<file path="src/rtl/capture_bram_arbiter.sv">
// Arbitrates one BRAM port between capture writes (queued, prioritised) and host reads (req/ack).
// Optional drop statistics counter enabled by defining CAP_ARB_STATS_EN.
`timescale 1ns/1ps

module capture_bram_arbiter #(
  parameter int ADDR_W     = 18,
  parameter int DATA_W     = 8,
  parameter int RD_LAT     = 1,
  parameter int STARVE_MAX = 8
) (
  input  logic              clk,
  input  logic              reset,
  input  logic              cap_en,
  input  logic              cap_we,
  input  logic [ADDR_W-1:0] cap_addr,
  input  logic [DATA_W-1:0] cap_data,
  input  logic              host_rd_req,
  input  logic [ADDR_W-1:0] host_rd_addr,
  output logic              host_rd_ack,
  output logic              host_rd_valid,
  output logic [DATA_W-1:0] host_rd_data,
  output logic              bram_en,
  output logic              bram_we,
  output logic [ADDR_W-1:0] bram_addr,
  output logic [DATA_W-1:0] bram_din,
  input  logic [DATA_W-1:0] bram_dout,
  input  logic              clear_ovf,
  output logic              overflow,
  output logic              busy
`ifdef CAP_ARB_STATS_EN
  ,
  output logic [15:0]       stat_drop_cnt
`endif
);

  localparam logic [1:0] GNT_IDLE  = 2'd0;
  localparam logic [1:0] GNT_WRITE = 2'd1;
  localparam logic [1:0] GNT_READ  = 2'd2;

  localparam int              SW         = $clog2(STARVE_MAX + 1);
  localparam logic [SW-1:0]   STARVE_TOP = SW'(STARVE_MAX);
  localparam logic [SW-1:0]   STARVE_ONE = SW'(1);

  logic [ADDR_W-1:0] q_addr [2];
  logic [DATA_W-1:0] q_data [2];
  logic              rd_ptr;
  logic              wr_ptr;
  logic [1:0]        count;
  logic [SW-1:0]     starve;
  logic [RD_LAT-1:0] tok;

  logic       cap_req;
  logic       starve_hit;
  logic       deq;
  logic       drop;
  logic       enq;
  logic [1:0] gnt;

  assign cap_req    = cap_en & cap_we;
  assign starve_hit = host_rd_req && (starve == STARVE_TOP);

  // The decision uses only registered state plus the held host request, so an
  // arriving capture cannot displace a read in the cycle it arrives.
  // NOTE: every combinational output gets a default first so no latch is inferred.
  always_comb begin
    gnt = GNT_IDLE;
    if ((count != 2'd0) && !starve_hit)
      gnt = GNT_WRITE;
    else if (host_rd_req && !host_rd_ack)
      gnt = GNT_READ;
  end

  assign deq  = (gnt == GNT_WRITE);
  assign drop = cap_req && (count == 2'd2) && !deq;
  assign enq  = cap_req && !drop;

  // NOTE: queue storage is not reset; only the pointers and count define validity.
  always_ff @(posedge clk) begin
    if (enq) begin
      q_addr[wr_ptr] <= cap_addr;
      q_data[wr_ptr] <= cap_data;
    end
  end

  // NOTE: all sequential state uses non-blocking assignments.
  always_ff @(posedge clk) begin
    if (reset) begin
      rd_ptr <= 1'b0;
      wr_ptr <= 1'b0;
      count  <= 2'd0;
    end else begin
      if (enq) wr_ptr <= ~wr_ptr;
      if (deq) rd_ptr <= ~rd_ptr;
      unique case ({enq, deq})
        2'b10:   count <= count + 2'd1;
        2'b01:   count <= count - 2'd1;
        default: count <= count;
      endcase
    end
  end

  always_ff @(posedge clk) begin
    if (reset) begin
      starve <= '0;
    end else if (!host_rd_req || (gnt == GNT_READ)) begin
      starve <= '0;
    end else if ((gnt == GNT_WRITE) && (starve != STARVE_TOP)) begin
      starve <= starve + STARVE_ONE;
    end
  end

  // BRAM port and ack are registered; address and data hold while idle.
  always_ff @(posedge clk) begin
    if (reset) begin
      bram_en     <= 1'b0;
      bram_we     <= 1'b0;
      bram_addr   <= '0;
      bram_din    <= '0;
      host_rd_ack <= 1'b0;
    end else begin
      bram_en     <= (gnt != GNT_IDLE);
      bram_we     <= (gnt == GNT_WRITE);
      host_rd_ack <= (gnt == GNT_READ);
      if (gnt == GNT_WRITE) begin
        bram_addr <= q_addr[rd_ptr];
        bram_din  <= q_data[rd_ptr];
      end else if (gnt == GNT_READ) begin
        bram_addr <= host_rd_addr;
      end
    end
  end

  // One token per issued read travels RD_LAT stages to line up with bram_dout.
  always_ff @(posedge clk) begin
    if (reset) begin
      tok <= '0;
    end else begin
      tok[0] <= host_rd_ack;
      for (int i = 1; i < RD_LAT; i++) tok[i] <= tok[i-1];
    end
  end

  assign host_rd_valid = tok[RD_LAT-1];
  assign host_rd_data  = host_rd_valid ? bram_dout : '0;
  assign busy          = (count != 2'd0) | host_rd_ack | (|tok);

  always_ff @(posedge clk) begin
    if (reset)          overflow <= 1'b0;
    else if (drop)      overflow <= 1'b1;
    else if (clear_ovf) overflow <= 1'b0;
  end

`ifdef CAP_ARB_STATS_EN
  // A drop in the same cycle as a clear restarts the count at one.
  always_ff @(posedge clk) begin
    if (reset) begin
      stat_drop_cnt <= 16'd0;
    end else if (drop) begin
      if (clear_ovf)                     stat_drop_cnt <= 16'd1;
      else if (stat_drop_cnt != 16'hFFFF) stat_drop_cnt <= stat_drop_cnt + 16'd1;
    end else if (clear_ovf) begin
      stat_drop_cnt <= 16'd0;
    end
  end
`endif

endmodule

</file>
<file path="config.mk">
export PLATFORM = sky130hd
export DESIGN_NAME = capture_bram_arbiter
export DESIGN_NICKNAME = d
export VERILOG_FILES = /design/src/rtl/capture_bram_arbiter.sv
export SDC_FILE = /design/constraint.sdc
export NUM_CORES = 1
export LEC_CHECK = 0
export CAP_MARGIN = 5
export CORE_MARGIN = 1
export CORE_UTILIZATION = 40
export DETAILED_ROUTE_END_ITERATION = 7
export PLACE_DENSITY = 0.67
export SYNTH_ARGS = -nofsm -noshare
export SYNTH_HDL_FRONTEND = slang
export SYNTH_SLANG_ARGS = --single-unit
export TNS_END_PERCENT = 20
</file>
<file path="constraint.sdc">
create_clock -name clk -period 3.8 [get_ports clk]
set_clock_uncertainty 0.1 [all_clocks]
set_input_delay 0.76 -clock clk [delete_from_list [all_inputs] [get_ports clk]]
set_output_delay 0.76 -clock clk [all_outputs]
set_load 0.1 [all_outputs]
</file>
==> metrics.md, run 1 <==
| Metric | Value |
|---|---|
| NumNets Final | 439 |
| Post-Syn Instances | 285 |
| Max-cap violation count | 0 |
| Postcts setup bufs | 0 |
| Post-synth EDFFs | 52 |
| Final hold vios | 0 |
| Core Box Area | 0.009240 mm² |
| RSZ-0062 raised after global routing | no |
| Antenna violations before repair | 0 |
| Drt initial violations | 166 |
| CP cell instances | clkdlybuf4s50_1 |
| CTS Sinks | 92 |
| Hold Crit Class | flop to flop |
| CP max FO | 10 |
| Antenna Nets Post-Route | 0 |
| Cell taking the most area after synthesis | edfxtp_1 |
| P per Cell Area | 463.9 mW/mm² |
| Placed Area | 0.004825 mm² |
| Fin. max-slew vios | 0 |
| CP max stage delay | 1.17 ns |
| GR Util All Layers | 17.06% |
| Largest net degree at the start of global routing | 40 |
| Crit path required time | 2.94 ns |
| Final antenna diode count | 0 |
| Worst path slowest cell | clkdlybuf4s50_1 |
| CTS H-tree lvls | 3 |
| Hold Crit Start | bram_addr[6]$_SDFFE_PP0P_ |
| Die Span Y | 99.71 µm |
| Design area | 0.005047 mm² |
| Most frequent cells in the layout | clkdlybuf4s50_1, edfxtp_1, dfxtp_1 |
| Root Buffer Master | clkbuf_8 |
| VDD IR-drop max | 205.9 µV |
| Sum Neg Setup Slack | 0 ns |
| Die Width | 99.71 µm |
| Routability cong. | 0.8170 |
| WL/cell | 15.75 µm |
| Synth top area share | 40.89% |
| Flops & latches, synth | 92 |
| Area Overhead vs Synth | 32.18% |
| Via density | 5.220 |
| DRT Pass-1 Iters | 4 |
| Tmin final | 2.829 ns |
| R2r setup slk | 1.57 ns |
| Bufs on Longest Clock Path | 2 |
| Worst Setup Start Kind | flop |
| Setup Viol. Count Final | 0 |
| Clock buffer count from CTS | 9 |
| Pleak | 0.001677 µW |
| WP data arrival | 1.97 ns |
| Dpl hpwl | 5495 µm |
| Buffers on Ports | 97 |
| WL final | 8081 µm |
| R2r startpoint | starve[0]$_SDFFE_PP0P_ |
| Max-slew headroom | 31.60% |
| Die area | 0.009941 mm² |
| Initial core utilization | 41.33% |
| Fraction of layout cells with a size suffix above 1 | 13.80% |
| Clock Latency Late Sink | 0.35 ns |
| YS warnings | 0 |
| Top post-synthesis cells by area | edfxtp_1, dfxtp_1, mux2i_1, a2111oi_2, nand2_1 |
| Number of core rows | 35 |
| Grt total ovfl | 0 |
| Buf+Inv Stages, Crit Path | 1 |
| Resized Gates After CTS | 0 |
| Post-Syn Area | 0.003819 mm² |
| Cell variety after synth | 47 |
| Syn nets | 345 |
| Number of global-route vias before repair | 2592 |
| R2r endpoint | q_addr[1][11]$_DFFE_PP_ |
| Top FF cell, synth | edfxtp_1 |
| Global-route wire length before repair | 13010 µm |
| Seq/Total Area, Yosys | 61.86% |
| CTS Hold Bufs | 0 |
| Crit share post-route | 74.44% |
| CTS tree | yes |
| Worst-path clk slew | 0.09 ns |
| Slew @ Worst Pin | 1.025 ns |
| Status | completed |
| Worst Setup End Kind | output pin |
| Worst r2r path cells | 6 |
| CP Class | flop to output pin |
| Most common cell after layout, fill and taps aside | clkdlybuf4s50_1 |
| Ys async rst share | 0% |
| Hold Crit Depth | 2 |
| Remaining routing DRC violations | 0 |
| Crit path max-delay family | buffers and inverters |
| Vias | 2678 |
| Fmax | 353.5 MHz |
| Mean Syn Cell Area | 13.40 µm² |
| Top Ports | 98 |
| Hold Path End | bram_addr[6]$_SDFFE_PP0P_ |
[worst reg2reg max path, cell delays in order, from the launching register on]
cell and delay (ns):
dfxtp_1 0.39, inv_1 0.09, ha_1 0.26, and4b_1 0.22, a21oi_1 0.20, and2_1 0.29
buf_4 0.35
[layout make-up]
class | instances | area, µm²
clock buffers | 9 | 123.9
clock inverters | 7 | 98.84
fillers | 781 | 4193
inverters | 4 | 15.01
multi-input cells | 169 | 1297
flip-flops and latches | 92 | 2362
well taps | 129 | 161.4
repair buffers | 103 | 988.4
[routing by layer]
metal	global-route usage [%]	vias up	wire length (µm)	share of wire [%]
met4	6.222	0	112	1.4
met5	0	-	0	0
met1	21.44	1303	3582	44
met2	29.02	81	4003	50
met3	3.514	8	382	4.7
li1	-	1286	-	-
[flip-flops by register name, summed over array words and instances (netlist names), named ones only]
name	flops
q_addr	36
bram_addr	18
q_data	16
bram_din	8
starve	4
count	2
bram_en	1
bram_we	1
host_rd_ack	1
host_rd_valid	1
overflow	1
rd_ptr	1
wr_ptr	1
[metrics by stage]
stage	power (µW)	std cells	setup WS [ns]	hold WS, ns	util (%)
after detailed placement	1643	497	0.9919	0.3831	52.21
final	2341	513	0.9713	0.3982	54.62
after global placement	1638	497	1.022	0.3775	52.21
after floorplan	1491	285	0.8226	0.3945	-
after global routing	2429	513	0.8946	0.4137	54.62
after CTS	2362	513	0.9376	0.4006	54.62
[cells in the mapped netlist, drive strengths merged (10+ instances only)]
master,number
edfxtp,52
dfxtp,40
nand2,28
a21oi,16
nor2b,16
buf,15
a2111oi,13
a311oi,13
mux2i,13
a211oi,10
and2,10
[worst max-delay path by stage]
| stage | start | to | slack, ns | cells past startpoint |
|---|---|---|---|---|
| after floorplan | host_rd_req | q_addr[0][0]$_DFFE_PP_ | 0.82 | 4 |
| after global placement | host_rd_req | q_data[1][7]$_DFFE_PP_ | 1.02 | 5 |
| after detailed placement | host_rd_req | q_data[1][6]$_DFFE_PP_ | 0.99 | 5 |
| after CTS | host_rd_valid$_SDFF_PP0_ | host_rd_valid | 0.94 | 1 |
| after global routing | host_rd_valid$_SDFF_PP0_ | host_rd_valid | 0.89 | 1 |
| final | host_rd_valid$_SDFF_PP0_ | host_rd_valid | 0.97 | 1 |
[kinds of logic after synthesis]
kind of cell	after synthesis	share of synthesized area (%)
xor gates and xnor gates	1	0.2294
and+or+nand+nor	84	12.61
buffers and inverters	24	4.227
DFF	92	61.86
adders and majority gates	2	0.6552
muxes	14	3.702
AOI/OAI and AO/OA	68	16.71
[report_power, final]
part / switching [µW] / total, µW / internal, µW
clock: 348 / 723 / 375
combinational: 329 / 482 / 153
sequential: 33.9 / 1140 / 1100
total: 711 / 2340 / 1630
No activity file was read; power rests on OpenSTA's default activity.
==> inputs of run 2 (changes only) <==
--- a/config.mk
+++ b/config.mk
@@ -9,7 +9,7 @@
 export CORE_MARGIN = 1
 export CORE_UTILIZATION = 40
 export DETAILED_ROUTE_END_ITERATION = 7
-export PLACE_DENSITY = 0.67
+export PLACE_DENSITY = 0.7
 export SYNTH_ARGS = -nofsm -noshare
 export SYNTH_HDL_FRONTEND = slang
 export SYNTH_SLANG_ARGS = --single-unit
==> constraint.sdc (replaced) <==
create_clock -name clk -period 2.3 [get_ports clk]
set_clock_uncertainty 0.1 [all_clocks]
set_input_delay 0.46 -clock clk [delete_from_list [all_inputs] [get_ports clk]]
set_output_delay 0.46 -clock clk [all_outputs]
set_load 0.1 [all_outputs]
==> run 2 against run 1 <==
Compared with the run above: via count up 1.6%; register-to-register slack worse by 1.3 ns; highest routed layer unchanged; cell count up 1.8%; routed wire length up 3.6%; critical endpoint is now busy; design area up 2.7%; count of clock-buffer cells in the layout up 2.
==> metrics.md, run 2 (synthesis results as in run 1) <==
| Metric | Value |
|---|---|
| Status | completed (unchanged) |
| Tmin final | 2.108 ns |
| Antenna violations before repair | 0 (unchanged) |
| Final antenna diode count | 0 (unchanged) |
| Max reg flops | 36 (unchanged) |
| Bufs on Longest Clock Path | 2 (unchanged) |
| Min Hold Slack | 0.3918 ns (was 0.3982 ns) |
| GR peak layer | met2 (unchanged) |
| Worst Setup End Kind | output pin (unchanged) |
| WL final | 8369 µm (was 8081 µm) |
| Post-place setup slack | 0.1401 ns (was 0.9919 ns) |
| RSZ-0062 raised after global routing | no (unchanged) |
| Via density | 5.211 (was 5.220) |
| VDD IR-drop max | 403.8 µV (was 205.9 µV) |
| CTS H-tree lvls | 3 (unchanged) |
| CTS tree | yes (unchanged) |
| GR Util All Layers | 17.36% (was 17.06%) |
| WL/cell | 16.03 µm (was 15.75 µm) |
| Clock Latency Late Sink | 0.35 ns (about the same) |
| Die Span Y | 99.71 µm (unchanged) |
| CTS Sinks | 92 (unchanged) |
| Initial core utilization | 41.33% (unchanged) |
| WP data arrival | 1.55 ns (was 1.97 ns) |
| Crit share post-route | 91.66% |
| Max-slew headroom | 59.89% (was 31.60%) |
| Routability cong. | 0.8131 (was 0.8170) |
| Filler Cell Count | 755 (was 781) |
| Hold Crit Class | flop to flop (unchanged) |
| Root Buffer Master | clkbuf_8 (unchanged) |
| Slew @ Worst Pin | 0.5866 ns (was 1.025 ns) |
| Most frequent cells in the layout | clkdlybuf4s50_1, edfxtp_1, buf_4 (was clkdlybuf4s50_1, edfxtp_1, dfxtp_1) |
| Final hold vios | 0 (unchanged) |
| Grt total ovfl | 0 (unchanged) |
| CP Class | flop to output pin (unchanged) |
| NumNets Final | 448 (was 439) |
| Setup Viol. Count Final | 0 (unchanged) |
| Buffers on Ports | 97 (unchanged) |
| CP max FO | 7 (was 10) |
| Global-route wire length before repair | 13270 µm (was 13010 µm) |
| CTS Hold Bufs | 0 (unchanged) |
| Postcts setup bufs | 0 (unchanged) |
| Met1 Resource Use GR | 21.90% (was 21.44%) |
| Fmax | 474.4 MHz |
| Remaining routing DRC violations | 0 (unchanged) |
| PnR worst setup slack | 0.1919 ns (was 0.9713 ns) |
| DRT Pass-1 Iters | 5 (was 4) |
| Pleak | 0.001811 µW (was 0.001677 µW) |
| Biggest regs | q_addr (36), bram_addr (18), q_data (16) (unchanged) |
| Multi-input logic area | 0.001304 mm² (was 0.001297 mm²) |
| Number of core rows | 35 (unchanged) |
| Most common cell after layout, fill and taps aside | clkdlybuf4s50_1 (unchanged) |
| Core Box Area | 0.009240 mm² (unchanged) |
| Register Area | 0.002362 mm² (unchanged) |
| Die Width | 99.71 µm (unchanged) |
| Antenna Nets Post-Route | 0 (unchanged) |
| Clock buffer count from CTS | 9 (unchanged) |
| Area Overhead vs Synth | 35.78% (was 32.18%) |
| Number of global-route vias before repair | 2625 (was 2592) |
| Drt initial violations | 150 (was 166) |
| Die area | 0.009941 mm² (unchanged) |
| Worst Setup Start Kind | flop (unchanged) |
| Largest net degree at the start of global routing | 29 (was 40) |
| Fin. max-slew vios | 0 (unchanged) |
| Grt met2 use | 29.71% (was 29.02%) |
| Global Route met3 Usage | 4.006% (was 3.514%) |
| Vias | 2720 (was 2678) |
| Biggest register | q_addr (unchanged) |
| P per Cell Area | 752.1 mW/mm² (was 463.9 mW/mm²) |
| Total power | 3900 µW (was 2341 µW) |
| Fraction of layout cells with a size suffix above 1 | 23.66% (was 13.80%) |
| Crit path required time | 1.74 ns (was 2.94 ns) |
| Top Ports | 98 (unchanged) |
| Dpl hpwl | 5973 µm (was 5495 µm) |
| Worst-path clk slew | 0.09 ns (about the same) |
| Resized Gates After CTS | 0 (unchanged) |
| Max-cap violation count | 0 (unchanged) |
## run 2: stage by stage
step	utilization (%)	cell area [µm²]	TNS [ns]	instances
6_report	56.11	5185	0	522
3_3_place_gp	53.66	4959	0	506
3_5_place_dp	53.66	4959	0	506
4_1_cts	56.11	5185	0	522
2_1_floorplan	-	3827	-2.044	285
5_1_grt	56.11	5185	0	522
## run 2: per-layer routing
metal  wire (µm)  share of wire (%)  vias to the layer above
met2        4190                 50                       89
met5           0                  0                        -
met1        3646                 44                     1325
met4          75               0.90                        0
li1            -                  -                     1301
met3         456                5.4                        5
## run 2: layout make-up
| cell class | instances | share of cell area, % |
|---|---|---|
| Sequential cell | 92 | 45.56 |
| Clock buffer | 11 | 2.727 |
| Timing Repair Buffer | 112 | 21.53 |
| Tap cell | 129 | 3.113 |
| Multi-Input combinational cell | 169 | 25.14 |
| Inverter | 4 | 0.2896 |
| Clock inverter | 5 | 1.641 |
## run 2: report_power, final
group	internal (µW)	total (µW)	switching [µW]
Clock	648	1210	557
Combinational	266	826	560
Sequential	1820	1870	47.4
Total	2740	3900	1160
## run 2: path summary, 6_finish.rpt
| check | from | end | slack [ns] | depth (start not counted) |
|---|---|---|---|---|
| worst max-delay path | count[0]$_SDFFE_PP0P_ | busy | 0.19 | 3 |
| worst min-delay path | bram_addr[8]$_SDFFE_PP0P_ | bram_addr[8]$_SDFFE_PP0P_ | 0.39 | 2 |
| worst max register to register | starve[0]$_SDFFE_PP0P_ | q_addr[1][17]$_DFFE_PP_ | 0.25 | 6 |
| worst min register to register | bram_addr[8]$_SDFFE_PP0P_ | bram_addr[8]$_SDFFE_PP0P_ | 0.39 | 2 |
## run 2: critical path, stage by stage, from the launching register on
cell	delay, ns
dfxtp_1	0.39
or2_1	0.26
or3_1	0.36
buf_12	0.19
==> inputs of run 3 (changes only) <==
--- a/config.mk
+++ b/config.mk
@@ -8,6 +8,7 @@
 export CAP_MARGIN = 5
 export CORE_MARGIN = 1
 export CORE_UTILIZATION = 40
+export CTS_CLUSTER_DIAMETER = 50
 export DETAILED_ROUTE_END_ITERATION = 7
 export PLACE_DENSITY = 0.7
 export SYNTH_ARGS = -nofsm -noshare
==> results of run 3 <==
Same layout as run 2: the final DEF is identical, and so are final timing and power.
